<file path="src/rtl/data_read_arbiter_pkg.sv">
// Shared read-path types for the data storage arbiter and its tracking FIFO.
package DataInterface_pkg;

  typedef struct packed {
    logic [7:0]  request_id;
    logic [7:0]  receive_id;
    logic [31:0] read_address;
  } read_request_t;

  typedef union packed {
    logic [31:0]      word;
    logic [1:0][15:0] half;
  } data_register_union_t;

  typedef logic [3:0] arb_channel_t;

  typedef struct packed {
    arb_channel_t  channel;
    read_request_t request;
  } read_track_entry_t;

  localparam int DefaultMaxOutstanding = 8;

endpackage

</file>
<file path="src/rtl/data_read_arbiter_track_fifo.sv">
// In-order tracker of accepted reads: which channel issued each outstanding request.
module read_track_fifo
  import DataInterface_pkg::*;
#(
  parameter int DEPTH = 8
) (
  input  logic                      clk,
  input  logic                      rst_n,
  input  logic                      push_i,
  input  read_track_entry_t         push_entry_i,
  input  logic                      pop_i,
  output read_track_entry_t         head_o,
  output logic [$clog2(DEPTH):0]    count_o
);

  localparam int AW = $clog2(DEPTH);

  logic [AW-1:0]     wptr_q, rptr_q;
  logic [AW:0]       count_q;
  read_track_entry_t mem_q [DEPTH];

  // Storage needs no reset; occupancy is governed solely by count_q.
  always_ff @(posedge clk) begin
    if (push_i) mem_q[wptr_q] <= push_entry_i;
  end

  always_ff @(posedge clk or negedge rst_n) begin
    if (!rst_n) begin
      wptr_q  <= '0;
      rptr_q  <= '0;
      count_q <= '0;
    end else begin
      if (push_i) wptr_q <= wptr_q + AW'(1);
      if (pop_i)  rptr_q <= rptr_q + AW'(1);
      unique case ({push_i, pop_i})
        2'b10:   count_q <= count_q + (AW+1)'(1);
        2'b01:   count_q <= count_q - (AW+1)'(1);
        default: count_q <= count_q;
      endcase
    end
  end

  assign head_o  = mem_q[rptr_q];
  assign count_o = count_q;

endmodule

</file>
<file path="src/rtl/data_read_arbiter.sv">
// Round-robin arbiter sharing the storage read port; routes in-order responses back.
// Optional READ_ARB_TRACE_EN adds simulation-only debuglogger calls.
module data_read_arbiter
  import DataInterface_pkg::*;
#(
  parameter int NUM_CHANNELS    = 4,
  parameter int MAX_OUTSTANDING = DefaultMaxOutstanding
) (
  input  logic                               clk,
  input  logic                               rst_n,
  input  logic [NUM_CHANNELS-1:0]            req_valid,
  output logic [NUM_CHANNELS-1:0]            req_ready,
  input  read_request_t                      req [NUM_CHANNELS],
  output logic                               mem_req_valid,
  input  logic                               mem_req_ready,
  output read_request_t                      mem_req,
  input  logic                               mem_rsp_valid,
  input  data_register_union_t               mem_rsp_data,
  output logic [NUM_CHANNELS-1:0]            rsp_valid,
  output read_request_t                      rsp_req,
  output data_register_union_t               rsp_data,
  output logic [$clog2(MAX_OUTSTANDING):0]   outstanding,
  output logic                               rsp_err
);

  localparam int CntW = $clog2(MAX_OUTSTANDING) + 1;

  logic                    gnt_valid;
  arb_channel_t            gnt_ch;
  read_request_t           gnt_req;
  logic                    accept, fifo_pop, slot_free, room;
  read_track_entry_t       push_entry, head;
  logic [CntW-1:0]         count;

  arb_channel_t            last_grant_q, last_grant_d;
  logic                    mem_req_valid_q, mem_req_valid_d;
  read_request_t           mem_req_q, mem_req_d;
  logic [NUM_CHANNELS-1:0] rsp_valid_q, rsp_valid_d;
  read_request_t           rsp_req_q, rsp_req_d;
  data_register_union_t    rsp_data_q, rsp_data_d;
  logic                    rsp_err_q, rsp_err_d;

  // Two passes: channels above last_grant first, then wrap to the low ones.
  always_comb begin
    gnt_valid = 1'b0;
    gnt_ch    = '0;
    gnt_req   = '0;
    for (int i = 0; i < NUM_CHANNELS; i++) begin
      if (!gnt_valid && req_valid[i] && (arb_channel_t'(i) > last_grant_q)) begin
        gnt_valid = 1'b1;
        gnt_ch    = arb_channel_t'(i);
        gnt_req   = req[i];
      end
    end
    for (int i = 0; i < NUM_CHANNELS; i++) begin
      if (!gnt_valid && req_valid[i] && (arb_channel_t'(i) <= last_grant_q)) begin
        gnt_valid = 1'b1;
        gnt_ch    = arb_channel_t'(i);
        gnt_req   = req[i];
      end
    end
  end

  assign slot_free = !mem_req_valid_q || mem_req_ready;
  assign room      = (count < CntW'(MAX_OUTSTANDING)) || mem_rsp_valid;
  assign accept    = rst_n && gnt_valid && slot_free && room;
  assign fifo_pop  = mem_rsp_valid && (count != '0);

  always_comb begin
    for (int i = 0; i < NUM_CHANNELS; i++) begin
      req_ready[i] = accept && (gnt_ch == arb_channel_t'(i));
    end
  end

  assign push_entry = '{channel: gnt_ch, request: gnt_req};

  read_track_fifo #(.DEPTH(MAX_OUTSTANDING)) u_track (
    .clk          (clk),
    .rst_n        (rst_n),
    .push_i       (accept),
    .push_entry_i (push_entry),
    .pop_i        (fifo_pop),
    .head_o       (head),
    .count_o      (count)
  );

  always_comb begin
    last_grant_d    = last_grant_q;
    mem_req_valid_d = mem_req_valid_q;
    mem_req_d       = mem_req_q;
    if (accept) begin
      mem_req_valid_d = 1'b1;
      mem_req_d       = gnt_req;
      last_grant_d    = gnt_ch;
    end else if (mem_req_ready) begin
      mem_req_valid_d = 1'b0;
    end

    rsp_req_d  = rsp_req_q;
    rsp_data_d = rsp_data_q;
    for (int i = 0; i < NUM_CHANNELS; i++) begin
      rsp_valid_d[i] = fifo_pop && (head.channel == arb_channel_t'(i));
    end
    if (fifo_pop) begin
      rsp_req_d  = head.request;
      rsp_data_d = mem_rsp_data;
    end
    // A response with nothing in flight is dropped but remembered.
    rsp_err_d = rsp_err_q || (mem_rsp_valid && !fifo_pop);
  end

  always_ff @(posedge clk or negedge rst_n) begin
    if (!rst_n) begin
      last_grant_q    <= arb_channel_t'(NUM_CHANNELS - 1);
      mem_req_valid_q <= 1'b0;
      mem_req_q       <= '0;
      rsp_valid_q     <= '0;
      rsp_req_q       <= '0;
      rsp_data_q      <= '0;
      rsp_err_q       <= 1'b0;
    end else begin
      last_grant_q    <= last_grant_d;
      mem_req_valid_q <= mem_req_valid_d;
      mem_req_q       <= mem_req_d;
      rsp_valid_q     <= rsp_valid_d;
      rsp_req_q       <= rsp_req_d;
      rsp_data_q      <= rsp_data_d;
      rsp_err_q       <= rsp_err_d;
    end
  end

  assign mem_req_valid = mem_req_valid_q;
  assign mem_req       = mem_req_q;
  assign rsp_valid     = rsp_valid_q;
  assign rsp_req       = rsp_req_q;
  assign rsp_data      = rsp_data_q;
  assign outstanding   = count;
  assign rsp_err       = rsp_err_q;

`ifdef READ_ARB_TRACE_EN
  always @(posedge clk) begin
    if (accept)   debuglogger::log_read_request(gnt_req, gnt_ch);
    if (fifo_pop) debuglogger::log_read_complete(head.request);
  end
`endif

endmodule

</file>
<file path="config.mk">
export PLATFORM = sky130hd
export DESIGN_NAME = data_read_arbiter
export DESIGN_NICKNAME = d
export VERILOG_FILES = /design/src/rtl/data_read_arbiter_pkg.sv /design/src/rtl/data_read_arbiter_track_fifo.sv /design/src/rtl/data_read_arbiter.sv
export SDC_FILE = /design/constraint.sdc
export NUM_CORES = 1
export LEC_CHECK = 0
export CAP_MARGIN = 40
export CORE_MARGIN = 2
export CORE_UTILIZATION = 40
export CTS_BUF_LIST = sky130_fd_sc_hd__clkbuf_2
export DETAILED_ROUTE_END_ITERATION = 10
export GPL_TIMING_DRIVEN = 0
export PLACE_DENSITY_LB_ADDON = 0.25
export SYNTH_ARGS = -nofsm -noshare
export SYNTH_HDL_FRONTEND = slang
export SYNTH_SLANG_ARGS = --single-unit
</file>
<file path="constraint.sdc">
create_clock -name clk -period 8.7 [get_ports clk]
set_input_delay 1.74 -clock clk [delete_from_list [all_inputs] [get_ports clk]]
set_output_delay 1.74 -clock clk [all_outputs]
set_load 0.01 [all_outputs]
</file>
==> results of run 1 <==
## cell usage after synthesis, types with 2 or more instances
cell       number  share of area (%)
nand2_1       216                3.4
nor4_1          3              0.079
mux2i_1        49                2.1
a2bb2oi_2      24                1.5
clkbuf_1       60               0.95
xnor2_1         5               0.18
o22a_1          2              0.074
buf_6           8               0.38
nand3_1        49                1.0
a21oi_1       111                2.3
or2_1           2              0.052
a31oi_1        12               0.32
xor2_1          4               0.15
buf_1          10               0.16
a2bb2oi_1      16               0.59
edfxtp_1      400                 50
a221o_1         4               0.17
ha_1            5               0.26
dfrtp_1       144                 15
nor3_1          8               0.17
o211ai_1        2              0.063
buf_4          10               0.32
buf_2          37               0.78
dfstp_2         2               0.22
mux4_2        100                9.5
a221oi_2       39                2.5
nand4_1         2              0.052
a211oi_1       42                1.3
a21oi_2         2              0.074
a21o_1          7               0.22
nor2_1        109                1.7
inv_1           4              0.063
nand2b_1        8               0.21
o221ai_1       46                1.7
o21ai_0        52                1.1
nor2b_1         2              0.052
inv_2           2              0.032
mux2_2          3               0.14
## worst max-delay path by stage
stage | to | cells past startpoint | slack [ns]
floorplan | u_track.mem_q[0][0] | 6 | 0.78
global placement | u_track.mem_q[0][32] | 6 | -11.77
detailed placement | req_ready[3] | 9 | 2.16
CTS | req_ready[3] | 9 | 2.16
global route | req_ready[3] | 10 | 2.03
finish | req_ready[3] | 10 | 2.10
## worst max-delay path: stages
cell	delay (ns)
clkdlybuf4s50_1	0.55
nand2b_1	0.12
buf_2	0.22
buf_4	0.22
buf_2	0.39
nor2_2	0.13
nor2_1	0.12
o21ai_1	0.24
nor3_1	0.46
clkdlybuf4s50_1	0.65
## final cells by class
class | instances | share of cell area, %
antenna | 6 | 0.0492
clock buffer | 229 | 3.75
tap | 773 | 3.17
multi-input combinational | 939 | 24.8
sequential | 546 | 51.3
clock inverter | 25 | 0.402
inverter | 7 | 0.0861
timing repair buffer | 434 | 14.4
buffer | 125 | 2.01
## through the flow
stage,instance area [sq um],TNS [ns],std cells,utilization [%],total power [uW]
final,30500,0,3084,51.8,9900
after global routing,30500,0,3082,51.8,10400
after CTS,30500,0,3078,51.8,9970
after detailed placement,29200,0,2824,49.6,8200
after global placement,28500,-3649.12,2762,48.4,8030
after floorplan,23800,0,1617,-,6300
## layer usage
layer  global-route usage, %  up-vias
li1                        -     7562
met1                    33.2     8798
met3                    8.27      138
met2                    40.7      904
met4                    10.4        2
met5                       0        -
## kinds of logic (layout without fill, tap and decap cells)
kind of cell	Yosys count	count (layout)	share of synthesized area (%)
mux	152	152	11.7
simple gates	407	407	7.12
compound gates	366	366	12.2
xor+xnor	9	9	0.331
flops	546	546	65.7
buf+inv	132	820	2.68
other cells	0	6	0
fa+ha+maj	5	5	0.263
## registers in the layout, indices dropped and copies added (netlist names)
| name | cells |
|---|---|
| u_track.mem_q | 400 |
| mem_req | 48 |
| rsp_req | 48 |
| rsp_data | 32 |
| rsp_valid | 4 |
| u_track.count_o | 4 |
| u_track.rptr_q | 3 |
| u_track.wptr_q | 3 |
| last_grant_q | 2 |
| mem_req_valid | 1 |
| rsp_err | 1 |
## power by group
part | switching (uW) | total, uW | leakage (uW) | internal [uW]
combinational | 2330 | 4190 | 0.00487 | 1850
sequential | 281 | 3960 | 0.00537 | 3680
clock | 1040 | 1750 | 0.00102 | 715
total | 3650 | 9900 | 0.0113 | 6250
==> flow_metrics.env, run 1 <==
export IMPL_antenna_found_initial=3
export IMPL_crit_start="req_valid[1]"
export IMPL_rsz0062_at_grt="false"
export IMPL_multi_input_area_sq_mm=0.00757
export IMPL_place_congestion=0.885
export IMPL_crit_type="in2out"
export IMPL_p_leak_uw=0.0113
export IMPL_routed_via_density=5.64
export IMPL_clockBufferDepth=3
export IMPL_worstPathMaxFanout=10
export IMPL_grt_max_degree=93
export IMPL_postCtsHoldBufs=0
export IMPL_place_ws_ns=2.16
export IMPL_wl_met1_um=31200
export IMPL_cts_buffers=140
export IMPL_start_util_pct=40.5
export IMPL_cts_setup_buffers=0
export IMPL_peakVddDrop_uv=144
export IMPL_drive_gt1_share_pct=23.5
export IMPL_arrival_ns=4.86
export IMPL_grt_pass1_vias=18200
export IMPL_yosys_most_used_dff="edfxtp_1"
export IMPL_clock_root_buffer="clkbuf_2"
export IMPL_die_area_sq_mm=0.0615
export IMPL_syn2layout_area_growth_pct=28.1
export IMPL_synth_yosys_seq_area_share_pct=65.7
export IMPL_die_h_um=248
export IMPL_final_cell_mix="edfxtp_1, clkdlybuf4s50_1, clkbuf_2"
export IMPL_final_hold_violation_count=0
export IMPL_grt_overflow=0
export IMPL_power_density_mw_per_mm2=324
export IMPL_yosysUniqueCellTypes=54
export IMPL_totalWireLength_um=78800
export IMPL_seqCellArea_sq_mm=0.0157
export IMPL_fmax_ghz=0.152
export IMPL_nets=2430
export IMPL_clk_pin_slew_worst_paths_ns=0.10
export IMPL_reg2reg_slack_ns=4.91
export IMPL_drc=0
export IMPL_clk_latency_ns=1.28
export IMPL_fin_crit_ns=6.60
export IMPL_reg2reg_depth=11
export IMPL_clock_sinks=546
export IMPL_syn_area_per_cell_sq_um=14.7
export IMPL_top_layer_used="met5"
export IMPL_cts_htree_levels=4
export IMPL_hpwlAfterDp_um=57500
export IMPL_final_common_cell="edfxtp_1"
export IMPL_cp_start_kind="input pin"
export IMPL_rows=89
export IMPL_synthArstFlopShare_pct=26.7
export IMPL_synth_cells=1617
export IMPL_reg2reg_to="u_track.count_o[2]"
export IMPL_status="complete, no violations"
export IMPL_slew_limit_headroom_pct=39.1
export IMPL_synth_nets=1854
export IMPL_pin_count=374
export IMPL_synth_edff_count=400
export IMPL_worstMarginPinSlew_ns=0.913
export IMPL_setup_viol=0
export IMPL_nFillCells=5059
export IMPL_grt_usage_pct=25.8
export IMPL_finClkSkew_ns=0.0553
export IMPL_firstDrtPassIters=5
export IMPL_core_sq_mm=0.0589
export IMPL_holdWs_ns=0.414
export IMPL_cp_data_required_time_ns=6.96
export IMPL_dr_total_vias=17400
export IMPL_worstHoldPathType="in2async"
export IMPL_die_w_um=248
export IMPL_critPathCaptureType="output port"
export IMPL_drv_cap=0
export IMPL_ctsResizeCount=0
export IMPL_wl_met2_um=37300
export IMPL_drtAntennaViolNets=0
export IMPL_ys_warn_count=0
export IMPL_fin_crit_sh_pct=75.9
export IMPL_wl_per_cell_um=25.6
export IMPL_wl_met3_um=7890
export IMPL_r2r_start="u_track.count_o[1]"
export IMPL_synthesis_area_sq_mm=0.0238
export IMPL_cts_tree="built"
export IMPL_drt_iter0_markers=1480
export IMPL_synth_seq_cells=546
export IMPL_drv_slew=0
export IMPL_grt_pass1_wl_um=115000
export IMPL_fin_ws_ns=2.10
export IMPL_port_buffers=372
No activity file was read; power rests on OpenSTA's default activity.
==> inputs of run 2 (changes only) <==
==> constraint.sdc (replaced) <==
create_clock -name clk -period 6.5 [get_ports clk]
set_input_delay 1.3 -clock clk [delete_from_list [all_inputs] [get_ports clk]]
set_output_delay 1.3 -clock clk [all_outputs]
set_load 0.01 [all_outputs]
==> run 2 against run 1 <==
Effect of this change: count of clock-buffer cells in the layout shrank 9; first-iteration DRC count grew 16%; cell count shrank 0.36%; total power is 35% higher; register-to-register slack got worse by 2.3 ns; sequential power up 34%; design area about the same; setup slack got worse by 1.6 ns; combinational power up 34%; critical path depth shrank 2; global-route usage is 0.11 points higher; non-clock buffer count fell by 6.
==> flow_metrics.env, run 2 (synthesis gave the netlist of run 1 again) <==
export IMPL_syn2layout_area_growth_pct=28.2
export IMPL_crit_cells=8
export IMPL_grt_max_degree=102
export IMPL_fin_crit_ns=6.04
export IMPL_place_congestion=0.899
export IMPL_clockBufferDepth=3
export IMPL_crit_type="in2out"
export IMPL_grt_overflow=0
export IMPL_fmax_ghz=0.166
export IMPL_arrival_ns=4.74
export IMPL_cp_data_required_time_ns=5.20
export IMPL_routed_via_density=5.72
export IMPL_stdcell_area_sq_mm=0.0305
export IMPL_dr_total_vias=17600
export IMPL_rsz0062_at_grt="false"
export IMPL_clock_sinks=546
export IMPL_status="complete, no violations"
export IMPL_cp_start_kind="input pin"
export IMPL_wl_per_cell_um=25.8
export IMPL_crit_buf_inv=5
export IMPL_drv_slew=0
export IMPL_cts_htree_levels=4
export IMPL_final_cell_mix="edfxtp_1, clkdlybuf4s50_1, clkbuf_2"
export IMPL_cts_tree="built"
export IMPL_final_hold_violation_count=0
export IMPL_placed_area_sq_mm=0.0292
export IMPL_worstHoldPathType="reg2reg"
export IMPL_die_area_sq_mm=0.0615
export IMPL_firstDrtPassIters=7
export IMPL_p_total_uw=13300
export IMPL_postCtsHoldBufs=1
export IMPL_clock_root_buffer="clkbuf_2"
export IMPL_holdPathStages=2
export IMPL_cp_cell_sequence="dlygate4sd3_1, buf_8, nand3_1, a21oi_2, inv_2, buf_1, nor3_1, clkdlybuf4s50_1"
export IMPL_antenna_found_initial=8
export IMPL_grt_pass1_wl_um=115000
export IMPL_power_density_mw_per_mm2=437
export IMPL_critPathCaptureType="output port"
export IMPL_drc=0
export IMPL_ctsResizeCount=0
export IMPL_clk_latency_ns=1.27
export IMPL_die_h_um=248
export IMPL_tns_ns=0
export IMPL_final_common_cell="edfxtp_1"
export IMPL_slowest_stage="clkdlybuf4s50_1"
export IMPL_seqPwrFrac_pct=39.7
export IMPL_rows=89
export IMPL_power_switching_uw=4930
export IMPL_reg2reg_depth=7
export IMPL_port_buffers=372
export IMPL_totalWireLength_um=79300
export IMPL_regMostFlops="u_track.mem_q"
export IMPL_clk_pin_slew_worst_paths_ns=0.08
export IMPL_worstMarginPinSlew_ns=1.01
export IMPL_internal_power_uw=8410
export IMPL_largest_reg_flops=400
export IMPL_drt_iter0_markers=1711
export IMPL_grt_pass1_vias=18000
export IMPL_max_stage_delay_ns=0.62
export IMPL_start_util_pct=40.5
export IMPL_peakVddDrop_uv=236
export IMPL_drtAntennaViolNets=0
export IMPL_slew_limit_headroom_pct=32.6
export IMPL_drv_cap=0
export IMPL_drive_gt1_share_pct=23.0
export IMPL_grt_usage_pct=25.9
export IMPL_hpwlAfterDp_um=57300
export IMPL_clkPwrFrac_pct=18.2
export IMPL_fin_crit_sh_pct=92.9
export IMPL_core_sq_mm=0.0589
export IMPL_finClkSkew_ns=0.0650
export IMPL_p_leak_uw=0.0112
export IMPL_worstPathMaxFanout=47
export IMPL_pwr_share_comb_pct=42.1
export IMPL_cts_buffers=141
export IMPL_nets=2425
export IMPL_setup_viol=0
export IMPL_pin_count=374
export IMPL_die_w_um=248
export IMPL_reg2reg_slack_ns=2.65
export IMPL_cpLargestDelayFamily="buffers and inverters"
export IMPL_cts_setup_buffers=0
export IMPL_swShare_pct=36.9
run 2: cell types whose count changed in the layout (fill, tap and decap cells not counted), moves of 2 or more:
cell and delta:
buf_4 -13, clkbuf_2 -9, buf_6 +6, clkinv_1 +6, diode_2 -4, bufinv_16 +2
run 2: final timing paths:
check	from	endpoint
max	rst_n	req_ready[3]
min	rsp_req[21]	rsp_req[21]
max reg2reg	last_grant_q[1]	u_track.mem_q[5][39]
min reg2reg	rsp_req[21]	rsp_req[21]
max in group asynchronous	rst_n	rsp_req[25]
min in group asynchronous	rst_n	mem_req[4]
run 2: power groups by stage:
stage | combinational, uW | clock, uW | sequential, uW
5_1_grt | 5990 | 2680 | 5360
3_5_place_dp | 5610 | 0 | 5370
3_3_place_gp | 5360 | 0 | 5390
6_report | 5610 | 2430 | 5290
4_1_cts | 5630 | 2490 | 5290
2_1_floorplan | 2990 | 0 | 5450
run 2: routing by layer:
layer,vias up,routed length [um],GRT usage [%],share of wire (%)
li1,7550,-,-,-
met1,8863,31400,33.8,40
met2,992,37000,40.7,47
met3,158,8230,8.00,10
met4,14,2570,10.2,3.2
met5,-,107,0,0.13
run 2: metrics by stage:
stage / hold WS [ns] / util [%] / instances / worst slack (ns)
6_report: 0.480 / 51.8 / 3073 / 0.462
5_1_grt: 0.431 / 51.8 / 3072 / 0.281
4_1_cts: 0.375 / 51.8 / 3070 / 0.426
3_5_place_dp: 0.452 / 49.6 / 2816 / 0.854
3_3_place_gp: 0.451 / 48.4 / 2762 / -11.39
2_1_floorplan: 0.493 / - / 1617 / 0.353
run 2: layout make-up:
class	instances	area, sq um
Clock buffer	220	1100
Timing Repair Buffer	428	4370
Multi-Input combinational cell	939	7580
Antenna cell	2	5.00
Clock inverter	33	206
Sequential cell	546	15700
Buffer	125	613
Fill cell	4978	28400
Tap cell	773	967
Inverter	7	26.3
run 2: worst register-to-register path: cells and delay by family, from the launching register on:
kind / cells / cell delay (ns)
AOI/OAI and AO/OA: 1 / 0.84
buffers and inverters: 5 / 1.77
DFF: 1 / 0.55
and+or+nand+nor: 1 / 0.34
